[src/rtl/eth_rx_pkg.sv]
// Shared types and Ethernet length limits for the RX frame path.
package eth_rx_pkg;

  typedef enum logic {
    PASS    = 1'b0,
    DISCARD = 1'b1
  } state_e;

  localparam int ETH_MIN_LEN = 64;
  localparam int ETH_MAX_LEN = 1518;
  localparam int ETH_LEN_W   = $clog2(ETH_MAX_LEN + 1);

  typedef struct packed {
    logic [ETH_LEN_W-1:0] len;
    logic                 runt;
    logic                 trunc;
  } eth_status_t;

endpackage

[src/rtl/axis_rx_frame_filter.sv]
// RX frame filter: counts bytes per frame, marks runts, truncates oversize frames
// and drops their remainder; one registered output beat plus a per-frame status pulse.
module axis_rx_frame_filter
  import eth_rx_pkg::*;
#(
  parameter int DATA_WIDTH = 8,
  parameter int KEEP_WIDTH = DATA_WIDTH / 8,
  parameter int MIN_LEN    = ETH_MIN_LEN,
  parameter int MAX_LEN    = ETH_MAX_LEN,
  parameter int LEN_WIDTH  = $clog2(MAX_LEN + 1)
) (
  input  logic                  clk,
  input  logic                  rst_n,
  // Handshake: a beat moves only in a cycle where tvalid and tready are both
  // high; a held m_axis beat stays stable until m_axis_tready is seen.
  input  logic [DATA_WIDTH-1:0] s_axis_tdata,
  input  logic [KEEP_WIDTH-1:0] s_axis_tkeep,
  input  logic                  s_axis_tvalid,
  output logic                  s_axis_tready,
  input  logic                  s_axis_tlast,
  input  logic                  s_axis_tuser,
  output logic [DATA_WIDTH-1:0] m_axis_tdata,
  output logic [KEEP_WIDTH-1:0] m_axis_tkeep,
  output logic                  m_axis_tvalid,
  input  logic                  m_axis_tready,
  output logic                  m_axis_tlast,
  output logic                  m_axis_tuser,
  output logic                  status_valid,
  output logic [LEN_WIDTH-1:0]  status_len,
  output logic                  status_runt,
  output logic                  status_trunc,
  output state_e                dbg_state
);

  localparam logic [LEN_WIDTH:0] C_MIN = (LEN_WIDTH + 1)'(MIN_LEN);
  localparam logic [LEN_WIDTH:0] C_MAX = (LEN_WIDTH + 1)'(MAX_LEN);

  state_e                r_state;
  state_e                w_state_next;
  logic [LEN_WIDTH-1:0]  r_cnt;
  logic                  r_bad;
  logic [LEN_WIDTH:0]    w_nbytes;
  logic [LEN_WIDTH:0]    w_cnt_next;
  logic                  w_in_fire;
  logic                  w_pass_fire;
  logic                  w_runt;
  logic                  w_trunc;
  logic                  w_end;

  logic [DATA_WIDTH-1:0] r_m_tdata;
  logic [KEEP_WIDTH-1:0] r_m_tkeep;
  logic                  r_m_tvalid;
  logic                  r_m_tlast;
  logic                  r_m_tuser;
  logic                  r_st_valid;
  logic [LEN_WIDTH-1:0]  r_st_len;
  logic                  r_st_runt;
  logic                  r_st_trunc;

  always_comb begin
    w_nbytes = '0;
    for (int i = 0; i < KEEP_WIDTH; i++) begin
      w_nbytes = w_nbytes + {{LEN_WIDTH{1'b0}}, s_axis_tkeep[i]};
    end
  end

  // The discard path never touches the output register, so it can always sink.
  assign s_axis_tready = (r_state == DISCARD) | ~r_m_tvalid | m_axis_tready;
  assign w_in_fire     = s_axis_tvalid & s_axis_tready;
  assign w_pass_fire   = w_in_fire & (r_state == PASS);
  assign w_cnt_next    = {1'b0, r_cnt} + w_nbytes;
  assign w_runt        = s_axis_tlast & (w_cnt_next < C_MIN);
  assign w_trunc       = ~s_axis_tlast & (w_cnt_next >= C_MAX);
  assign w_end         = s_axis_tlast | w_trunc;

  always_comb begin
    w_state_next = r_state;
    case (r_state)
      PASS:    if (w_in_fire && w_trunc)      w_state_next = DISCARD;
      DISCARD: if (w_in_fire && s_axis_tlast) w_state_next = PASS;
      default: w_state_next = PASS;
    endcase
  end

  always_ff @(posedge clk or negedge rst_n) begin
    if (!rst_n) begin
      r_state <= PASS;
    end else begin
      r_state <= w_state_next;
    end
  end

  always_ff @(posedge clk or negedge rst_n) begin
    if (!rst_n) begin
      r_cnt <= '0;
      r_bad <= 1'b0;
    end else if (w_pass_fire) begin
      if (w_end) begin
        r_cnt <= '0;
        r_bad <= 1'b0;
      end else begin
        r_cnt <= w_cnt_next[LEN_WIDTH-1:0];
        r_bad <= r_bad | s_axis_tuser;
      end
    end
  end

  always_ff @(posedge clk or negedge rst_n) begin
    if (!rst_n) begin
      r_m_tvalid <= 1'b0;
      r_m_tdata  <= '0;
      r_m_tkeep  <= '0;
      r_m_tlast  <= 1'b0;
      r_m_tuser  <= 1'b0;
    end else if (w_pass_fire) begin
      r_m_tvalid <= 1'b1;
      r_m_tdata  <= s_axis_tdata;
      r_m_tkeep  <= s_axis_tkeep;
      r_m_tlast  <= w_end;
      r_m_tuser  <= w_trunc | (s_axis_tlast & (r_bad | s_axis_tuser | w_runt));
    end else if (m_axis_tready) begin
      r_m_tvalid <= 1'b0;
    end
  end

  // Status is loaded on the same edge as the frame's last output beat.
  always_ff @(posedge clk or negedge rst_n) begin
    if (!rst_n) begin
      r_st_valid <= 1'b0;
      r_st_len   <= '0;
      r_st_runt  <= 1'b0;
      r_st_trunc <= 1'b0;
    end else begin
      r_st_valid <= w_pass_fire & w_end;
      if (w_pass_fire && w_end) begin
        r_st_len   <= w_trunc ? C_MAX[LEN_WIDTH-1:0] : w_cnt_next[LEN_WIDTH-1:0];
        r_st_runt  <= w_runt;
        r_st_trunc <= w_trunc;
      end
    end
  end

  assign m_axis_tdata  = r_m_tdata;
  assign m_axis_tkeep  = r_m_tkeep;
  assign m_axis_tvalid = r_m_tvalid;
  assign m_axis_tlast  = r_m_tlast;
  assign m_axis_tuser  = r_m_tuser;
  assign status_valid  = r_st_valid;
  assign status_len    = r_st_len;
  assign status_runt   = r_st_runt;
  assign status_trunc  = r_st_trunc;
  assign dbg_state     = r_state;

endmodule
[config.mk]
export PLATFORM = sky130hd
export DESIGN_NAME = axis_rx_frame_filter
export DESIGN_NICKNAME = d
export VERILOG_FILES = /design/src/rtl/eth_rx_pkg.sv /design/src/rtl/axis_rx_frame_filter.sv
export SDC_FILE = /design/constraint.sdc
export NUM_CORES = 1
export LEC_CHECK = 0
export BUFFER_PORTS_ARGS = -buffer_cell sky130_fd_sc_hd__buf_2
export CAP_MARGIN = 20
export CORE_ASPECT_RATIO = 0.9
export CORE_MARGIN = 2
export CORE_UTILIZATION = 54
export DETAILED_ROUTE_END_ITERATION = 8
export GPL_TIMING_DRIVEN = 1
export PLACE_DENSITY = 0.79
export SLEW_MARGIN = 20
export SYNTH_ARGS = -nofsm -noshare
export SYNTH_HDL_FRONTEND = slang
export SYNTH_SLANG_ARGS = --single-unit
[constraint.sdc]
create_clock -name clk -period 3.4 [get_ports clk]
set_input_delay 0.34 -clock clk [delete_from_list [all_inputs] [get_ports clk]]
set_output_delay 0.34 -clock clk [all_outputs]
set_load 0.05 [all_outputs]
# Yosys cells after proc, flatten, opt, wreduce, memory -nomap -nowiden
# Cells that the tools add are included.
dict set report totals {
  register_bits 39
  output_inout_bits 28
  word_cells 42
}
dict set report classes {
  addsub 1
  order_cmp 2
  muxes 8
  n_bitwise 15
  reduce_logical 4
}
# op n
set ops {}
lappend ops {{11-bit 2-to-1 mux} 2}
lappend ops {{11-bit by 1-bit adder with 12-bit output} 1}
lappend ops {{12-bit by 11-bit >= comparator with 1-bit output (second input constant)} 1}
lappend ops {{12-bit by 7-bit < comparator with 1-bit output (second input constant)} 1}
lappend ops {{1-bit AND} 6}
lappend ops {{1-bit bitwise OR} 6}
lappend ops {{1-bit 2-to-1 mux} 5}
lappend ops {{1-bit logical AND} 3}
lappend ops {{1-bit inverter} 3}
lappend ops {{1-bit case mux with 2 select lines} 1}
lappend ops {{2-bit nonzero test} 1}

# Longest topological paths before layout
# Gate-level depths: netlist (run 1).
dict set report logic_depth {
  depth_word 7
  ltp_mapped 9
  ltp_nobuf 8
}

# Least setup slack after synthesis (run 1)
# No wires, ideal clock.
dict set report synth_path {
  path_kind {reg-to-reg}
  startpoint {register r_cnt[0]}
  endpoint {register r_st_len[9] (netlist: status_len[9])}
  setup_ps 135
  t_arrival_ps 2287
  required_ps 3265
  setup_slack_ps 979
  path_stages_with_launch 10
  synth_period_minus_slack_ps 2421
  path_cell_list {dfrtp_1 ha_1 ha_1 and4bb_2 mux2i_1 a221oi_2 a311oi_4 nor3_4 buf_6 o22ai_1}
}
dict set report synth_between {
  elab_chain_cells 5
  word_cells_on_any_way 6
  classes_between {add/sub: 1; order compare: 1; mux: 1; bitwise: 2; reduce/logical: 1}
}
# element line
set synth_lines {}
lappend synth_lines {{from (decl)} axis_rx_frame_filter.sv:40} ;# logic [LEN_WIDTH-1:0] r_cnt;
lappend synth_lines {{from (signal assigned)} axis_rx_frame_filter.sv:102} ;# r_cnt <= w_cnt_next[LEN_WIDTH-1:0];
lappend synth_lines {{11-bit by 1-bit adder with 12-bit output (*)} axis_rx_frame_filter.sv:71} ;# assign w_cnt_next = {1'b0, r_cnt} + w_nbytes;
lappend synth_lines {{12-bit by 11-bit >= comparator with 1-bit output} axis_rx_frame_filter.sv:73} ;# assign w_trunc = ~s_axis_tlast & (w_cnt_next >= C_MAX);
lappend synth_lines {{1-bit AND} axis_rx_frame_filter.sv:73}
lappend synth_lines {{1-bit bitwise OR} axis_rx_frame_filter.sv:74} ;# assign w_end = s_axis_tlast | w_trunc;
lappend synth_lines {{1-bit logical AND} axis_rx_frame_filter.sv:135} ;# if (w_pass_fire && w_end) begin
lappend synth_lines {{to (signal assigned)} axis_rx_frame_filter.sv:136} ;# r_st_len <= w_trunc ? C_MAX[LEN_WIDTH-1:0] : w_cnt_next[LEN_WIDTH-1:0];
lappend synth_lines {{to (decl)} axis_rx_frame_filter.sv:56} ;# logic [LEN_WIDTH-1:0] r_st_len;
# Mark *: on every way between the ends. The rest lies on a longest branch, timed or not.
# A chain may end at the register's enable or synchronous reset.

# Worst setup path after layout (run 1)
dict set report layout_path {
  startpoint {register r_cnt[0]}
  endpoint {register r_cnt[7]}
}
dict set report layout_between {
  elab_chain_cells 5
}
# element line
set layout_lines {}
lappend layout_lines {{11-bit by 1-bit adder with 12-bit output (*)} axis_rx_frame_filter.sv:71}
lappend layout_lines {{12-bit by 11-bit >= comparator with 1-bit output} axis_rx_frame_filter.sv:73}
lappend layout_lines {{1-bit AND} axis_rx_frame_filter.sv:73}
lappend layout_lines {{1-bit bitwise OR} axis_rx_frame_filter.sv:74}
lappend layout_lines {{11-bit 2-to-1 mux (*)} axis_rx_frame_filter.sv:98} ;# if (w_end) begin
# Marked as above.

==> key figures, run 1 <==
Floorplan
  • IO Pins: 43
  • Row count: 21
  • Core box area: 3650 um^2
  • Die X: roughly 69 um
  • Die height: 62.1 um
  • Initial Util: 0.554
  • Total die area: 4250 um^2

Drt
  • DRT antenna net count: 0
  • Routed length per instance: around 15 um
  • First-pass DRT Iterations: 4
  • Via/cell ratio: approximately 5.7
  • Total number of vias: 1,730
  • WL final: 4560 um
  • Post-route DRC: 0
  • First DRT Iteration DRCs: ~190

Placed design
  • Pre-CTS WS: approximately 0.71 ns
  • Number of port buffers: 42
  • Dpl hpwl: 3190 um
  • Dpl cell area: ~2300 um^2
  • Placer Congestion: 0.869

Clock tree
  • Clock-pin slew on the worst setup and hold paths: 0.08 ns
  • H-tree levels: 2
  • Post-CTS resize count: 0
  • Inserted Clock Buffers: 5
  • Clock sink count: 39
  • Post-CTS setup buffer count: 0
  • Clk Latency, worst-skew pair: 0.29 ns
  • TritonCTS clock tree: yes
  • Hold_buf cts: 0
  • Clock Tree Buf Depth: 2
  • CTS root buf: clkbuf_8

Logic synthesis
  • Netlist Area Pre-Place: 2020 um^2
  • Synth warnings: 0
  • Seq cells post-synth: 39
  • Seq/Total Area, Yosys: 0.483
  • Distinct cells, synth: between 40 and 50
  • Syn Inst Count: 212
  • Avg Inst Size Synth: 9.54 um^2
  • Syn_nets: 230

GRT
  • Number of global-route vias before repair: 1,594
  • Initial antenna violation count: 0
  • Remaining Overflow, GRT: 0
  • GRT Overall Usage: 0.247
  • Largest net degree at the start of global routing: 40
  • First-pass GRT wire length: around 7600 um

Critical path
  • CP peak stage delay: 0.38 ns
  • Slowest cell on the critical path: nor3_1
  • CP max FO: 8
  • Worst EP arrival: 2.81 ns
  • Startpoint types: flop
  • Crit path kind: flop to flop
  • WP data required: 3.55 ns
  • Crit-path cells: ha_1 -> ha_1 -> nand3_1 -> nor3_1 -> mux2i_1 -> nor2_1 -> nor2_2 -> o221ai_1
  • CP dominant cell by count: ha_1
  • CP Capture Type: flop

Worst hold path
  • HP Class: input pin to async pin

Timing
  • Setup ws final: between 0.7 and 0.8 ns
  • Setup TNS: 0 ns
  • Tightest Pin Transition: 0.850 ns
  • Slew Viols, Final: 0
  • Final Hold Viols: 0
  • Final-report setup violation count: 0
  • Post-Route Skew: roughly 0.0033 ns
  • Fin crit period: ~2.7 ns
  • Final worst path period share: 0.781
  • RSZ-0062 raised after global routing: no
  • Fmax achieved: 377 MHz
  • Slew HR: 0.433

Power and ir drop
  • P_int: between 0.8 and 0.9 mW
  • Lkg Pwr: 1.13 nW
  • Clock power share: 0.292
  • PwrDens: 582 nW/um^2
  • Tot Pwr: about 1.4 mW
  • Worst VDD drop: 376 uV
  • Comb pwr share: 0.286
  • Psw: 0.511 mW
  • Sequential group share of total power: 0.421
  • Switching Fraction: 0.370

Finish
  • Fillers: 295
  • Final Core Density: 0.649
  • Fraction of layout instances using a drive strength above 1: 0.259
  • Final #Nets: 272
  • Area growth syn-to-layout: 17.1%
  • Reg area: 976 um^2
  • Multi-input gate area: 951 um^2
  • N_diodes: 0
  • Final instance area: 2370 um^2
  • Commonest non-fill, non-tap cell in the layout: nand2_1
  • Most frequent cells in the layout: nand2_1 (51), buf_2 (42), dfrtp_1 (39)

Flow run
  • Max-cap violations: 0

Outcome
  • Status: finished, final reports clean
-- Yosys cell counts (all sizes together) --
cell,number,area (um^2)
a21o,1,7.51
a21oi,2,10.0
a221oi,1,15.0
a2bb2oi,6,52.6
a311oi,1,26.3
a31oi,2,12.5
and2,3,18.8
and3,4,30.0
and4,1,11.3
and4bb,1,12.5
buf,4,37.5
clkbuf,6,23.8
dfrtp,39,976
ha,3,37.5
inv,9,33.8
mux2,1,15.0
mux2i,2,20.0
nand2,51,191
nand2b,3,18.8
nand3,8,40.0
nand3b,1,7.51
nand4,5,37.5
nor2,12,47.6
nor3,7,57.6
o2111ai,1,8.76
o211ai,3,22.5
o21a,4,30.0
o21ai,15,75.1
o221ai,1,8.76
o22a,1,8.76
o22ai,3,25.0
o31ai,2,25.0
o41ai,1,8.76
or4,1,7.51
xnor2,3,26.3
xor2,4,35.0
-- worst paths after layout --
check                           startpoint              end  slack, ns  depth (start not counted)
setup / recovery                  r_cnt[0]         r_cnt[7]       0.75                          8
hold / removal                       rst_n         r_cnt[6]       0.15                          1
setup reg to reg                  r_cnt[0]         r_cnt[7]       0.75                          8
hold reg to reg               m_axis_tlast     m_axis_tlast       0.48                          1
max in group asynchronous            rst_n  m_axis_tdata[4]       2.72                          1
min in group clk           s_axis_tdata[4]  m_axis_tdata[4]       0.23                          3
-- logic make-up after synthesis --
| logic type | Yosys count | synth area share |
|---|---|---|
| AND/OR/NAND/NOR | 97 | 0.238 |
| AO/OA/AOI/OAI | 44 | 0.166 |
| flip-flops | 39 | 0.483 |
| buffers and inverters | 19 | 0.0470 |
| XOR/XNOR | 7 | 0.0303 |
| multiplexers | 3 | 0.0173 |
| adder cells (fa/ha/maj) | 3 | 0.0186 |
-- layout make-up --
class / count / share of cell area
Sequential cell: 39 / 0.412
Multi-Input combinational cell: 154 / 0.401
Timing Repair Buffer: 45 / 0.0983
Clock buffer: 6 / 0.0349
Tap cell: 46 / 0.0243
Clock inverter: 2 / 0.0148
Inverter: 9 / 0.0143
-- worst max-delay path: cells and delay by family (launching register included) --
family                   cells  cell delay, ns
AO/OA/AOI/OAI                1            0.17
flip-flops                   1            0.37
adder cells (fa/ha/maj)      2            0.50
AND/OR/NAND/NOR              4            1.09
multiplexers                 1            0.37
-- power by group through the flow --
| stage | Clock [mW] | Combinational [mW] | Sequential [mW] |
|---|---|---|---|
| 4_1_cts | 0.409 | 0.396 | 0.579 |
| 3_5_place_dp | 0 | 0.396 | 0.587 |
| 3_3_place_gp | 0 | 0.390 | 0.585 |
| 6_report | 0.403 | 0.395 | 0.581 |
| 2_1_floorplan | 0 | 0.136 | 0.745 |
| 5_1_grt | 0.426 | 0.426 | 0.589 |
-- stage by stage --
| stage | cells | hold WS (ns) |
|---|---|---|
| after global placement | 293 | 0.454 |
| after global routing | 301 | 0.228 |
| after CTS | 301 | 0.174 |
| after floorplan | 212 | 0.0444 |
| after detailed placement | 293 | 0.461 |
| final | 301 | 0.149 |
-- routing by layer --
layer  GRT usage  part of all wire  vias to the layer above
li1            -                 -                      824
met1       0.365              0.44                      821
met2       0.361              0.46                       78
met3      0.0505             0.084                        7
met4      0.0943             0.013                        0
met5           0                 0                        -
No activity file was read; power rests on OpenSTA's default activity.
==> inputs of run 2 (changes only) <==
Settings changed: CORE_UTILIZATION 54 to 49, PLACE_DENSITY 0.79 to 0.76.
Clock period 3.4 ns to 2.33 ns, I/O delays scaled along.
==> key figures, run 2 (synthesized netlist as in run 1, its figures left out) <==
Placed design
  • Pre-CTS WS: -0.0629 ns (was 0.706 ns)
  • Post-Place Cells: 312 (was 293)
  • Dpl hpwl: 3610 um (was 3190 um)
  • Placer Congestion: 0.874 (was 0.869)
  • Number of port buffers: 42 (unchanged)

Finish
  • Fraction of layout instances using a drive strength above 1: 0.365 (was 0.259)
  • Most frequent cells in the layout: nand2_1 (51), buf_2 (42), dfrtp_1 (39) (unchanged)
  • Fillers: 299 (was 295)
  • N_diodes: 0 (unchanged)
  • Final Instance Count excl. Fillers: 325 (was 301)
  • Reg area: 976 um^2 (unchanged)
  • Final #Nets: 294 (was 272)
  • Final Core Density: 0.654 (was 0.649)
  • Multi-input gate area: 1030 um^2 (was 951 um^2)
  • Area growth syn-to-layout: 30.1% (was 17.1%)
  • Commonest non-fill, non-tap cell in the layout: nand2_1 (unchanged)

GRT
  • GRT Overall Usage: 0.244 (was 0.247)
  • Remaining Overflow, GRT: 0 (unchanged)
  • Number of global-route vias before repair: 1,786 (was 1,594)
  • Largest net degree at the start of global routing: 40 (unchanged)
  • Initial antenna violation count: 0 (unchanged)
  • First-pass GRT wire length: 8650 um (was 7650 um)

Floorplan
  • Core box area: 4020 um^2 (was 3650 um^2)
  • Row count: 22 (was 21)
  • Initial Util: 0.503 (was 0.554)
  • Die X: 71.7 um (was 68.5 um)
  • Total die area: 4660 um^2 (was 4250 um^2)
  • IO Pins: 43 (unchanged)
  • Die height: 64.9 um (was 62.1 um)

Critical path
  • Worst flop-to-flop path endpoint: r_cnt[7] (unchanged)
  • R2r startpoint: r_cnt[0] (unchanged)
  • CP max FO: 6 (was 8)
  • Worst EP arrival: 2.55 ns (was 2.81 ns)
  • WP data required: 2.48 ns (was 3.55 ns)
  • Crit path kind: flop to flop (unchanged)
  • Startpoint types: flop (unchanged)
  • Worst R2R Path Depth: 9 (was 8)
  • CP Capture Type: flop (unchanged)
  • Reg-to-reg slack, setup: -0.07 ns (was 0.75 ns)

Worst hold path
  • HP Class: input pin to async pin (unchanged)

Timing
  • Post-Route Skew: 0.00736 ns (was 0.00326 ns)
  • Final Hold Viols: 0 (unchanged)
  • Fin crit period: 2.40 ns (was 2.65 ns)
  • Final worst path period share: 1.03 (was 0.781)
  • RSZ-0062 raised after global routing: yes (was no)
  • Fmax achieved: 416 MHz (was 377 MHz)
  • Final-report setup violation count: 1 (was 0)
  • Slew HR: 0.440 (was 0.433)
  • Slew Viols, Final: 0 (unchanged)
  • Setup ws final: -0.0716 ns (was 0.746 ns)
  • Tightest Pin Transition: 0.840 ns (was 0.850 ns)

Clock tree
  • Inserted Clock Buffers: 5 (unchanged)
  • Clock sink count: 39 (unchanged)
  • Hold_buf cts: 0 (unchanged)
  • Clk Latency, worst-skew pair: 0.30 ns (was 0.29 ns)
  • Clock Tree Buf Depth: 2 (unchanged)
  • Clock-pin slew on the worst setup and hold paths: 0.08 ns (about the same)
  • CTS root buf: clkbuf_8 (unchanged)
  • TritonCTS clock tree: yes (unchanged)
  • H-tree levels: 2 (unchanged)

Power and ir drop
  • Tot Pwr: 2.08 mW (was 1.38 mW)
  • PwrDens: 793 nW/um^2 (was 582 nW/um^2)
  • Worst VDD drop: 479 uV (was 376 uV)
  • Lkg Pwr: 1.25 nW (was 1.13 nW)

Drt
  • Top Metal Used: met4 (unchanged)
  • WL final: 5110 um (was 4560 um)
  • Via/cell ratio: 5.57 (was 5.75)
  • First DRT Iteration DRCs: 190 (was 189)
  • WL met3: 209 um (was 384 um)
  • Total number of vias: 1,811 (was 1,730)
  • First-pass DRT Iterations: 4 (unchanged)
  • DRT antenna net count: 0 (unchanged)
  • DRT met1 WL: 2310 um (was 2020 um)
  • Routed length per instance: 15.7 um (was 15.1 um)
  • Met2 wire len: 2470 um (was 2100 um)
  • Post-route DRC: 0 (unchanged)

Outcome
  • Status: finished, violations left (was finished, final reports clean)
  • Failing checks: negative setup slack

Flow run
  • Max-cap violations: 0 (unchanged)
==> run 2: cell types whose count changed in the layout (fill, tap and decap cells not counted), moves of 2 or more <==
cell       change
o21ai_1        +3
buf_6          +2
ha_2           +2
o21ai_0        -4
a2bb2oi_1      -4
ha_1           -3
a2bb2oi_2      +4
buf_4         +19
==> run 2: final cells by class <==
class | instances | area share
Tap cell | 48 | 0.0228
Inverter | 9 | 0.0128
Clock buffer | 5 | 0.0262
Timing Repair Buffer | 67 | 0.159
Sequential cell | 39 | 0.371
Multi-Input combinational cell | 154 | 0.390
Clock inverter | 3 | 0.0181
==> run 2: stage by stage <==
stage                     hold slack (ns)  setup TNS (ns)  cell area (um^2)
after floorplan                   -0.0626               0              2020
after global placement              0.395               0              2400
after detailed placement            0.394          -0.243              2400
after CTS                          0.0652               0              2560
after global routing                0.107           -1.40              2630
final                              0.0270         -0.0716              2630
==> run 2: per-layer routing <==
layer / vias up / global-route usage
met5: - / 0
met4: 0 / 0.111
met3: 12 / 0.0498
met2: 49 / 0.368
met1: 877 / 0.338
li1: 873 / -
==> run 2: critical path, stage by stage, from the launching register on <==
cell and delay, ns:
dfrtp_1 0.39, ha_2 0.21, ha_4 0.17, and4bb_2 0.27, mux2i_1 0.08, a221oi_2 0.42, a311oi_4 0.17, buf_4 0.19
o2111ai_2 0.19, o221ai_1 0.16
==> run 2: what timing repair did <==
| item | 4_1_cts | 5_1_grt |
|---|---|---|
| setup endpoints to repair | 11 | 25 |
| setup buffers | 4 | 1 |
| cloned | 0 | 0 |
| pin swaps | 3 | 3 |
| endpoints found under the hold margin | 0 | 0 |
| gates resized for setup | 3 | 16 |
==> run 2: where the power goes <==
part           internal [mW]  total (mW)  leakage (nW)  switching [mW]
clock network          0.324       0.579        0.0587           0.254
logic                  0.210       0.676         0.696           0.465
registers              0.770       0.830         0.493          0.0608
==> run 2: worst max path at each step <==
stage	startpoint	endpoint	slack [ns]	cells after the start
CTS	r_cnt[0]	r_cnt[7]	0.02	9
finish	r_cnt[0]	r_cnt[7]	-0.07	9
global route	r_cnt[0]	r_cnt[7]	-0.17	9
global placement	r_cnt[0]	r_cnt[4]	0.03	9
floorplan	r_cnt[0]	status_len[9]	0.03	9
detailed placement	r_cnt[0]	r_cnt[7]	-0.06	9
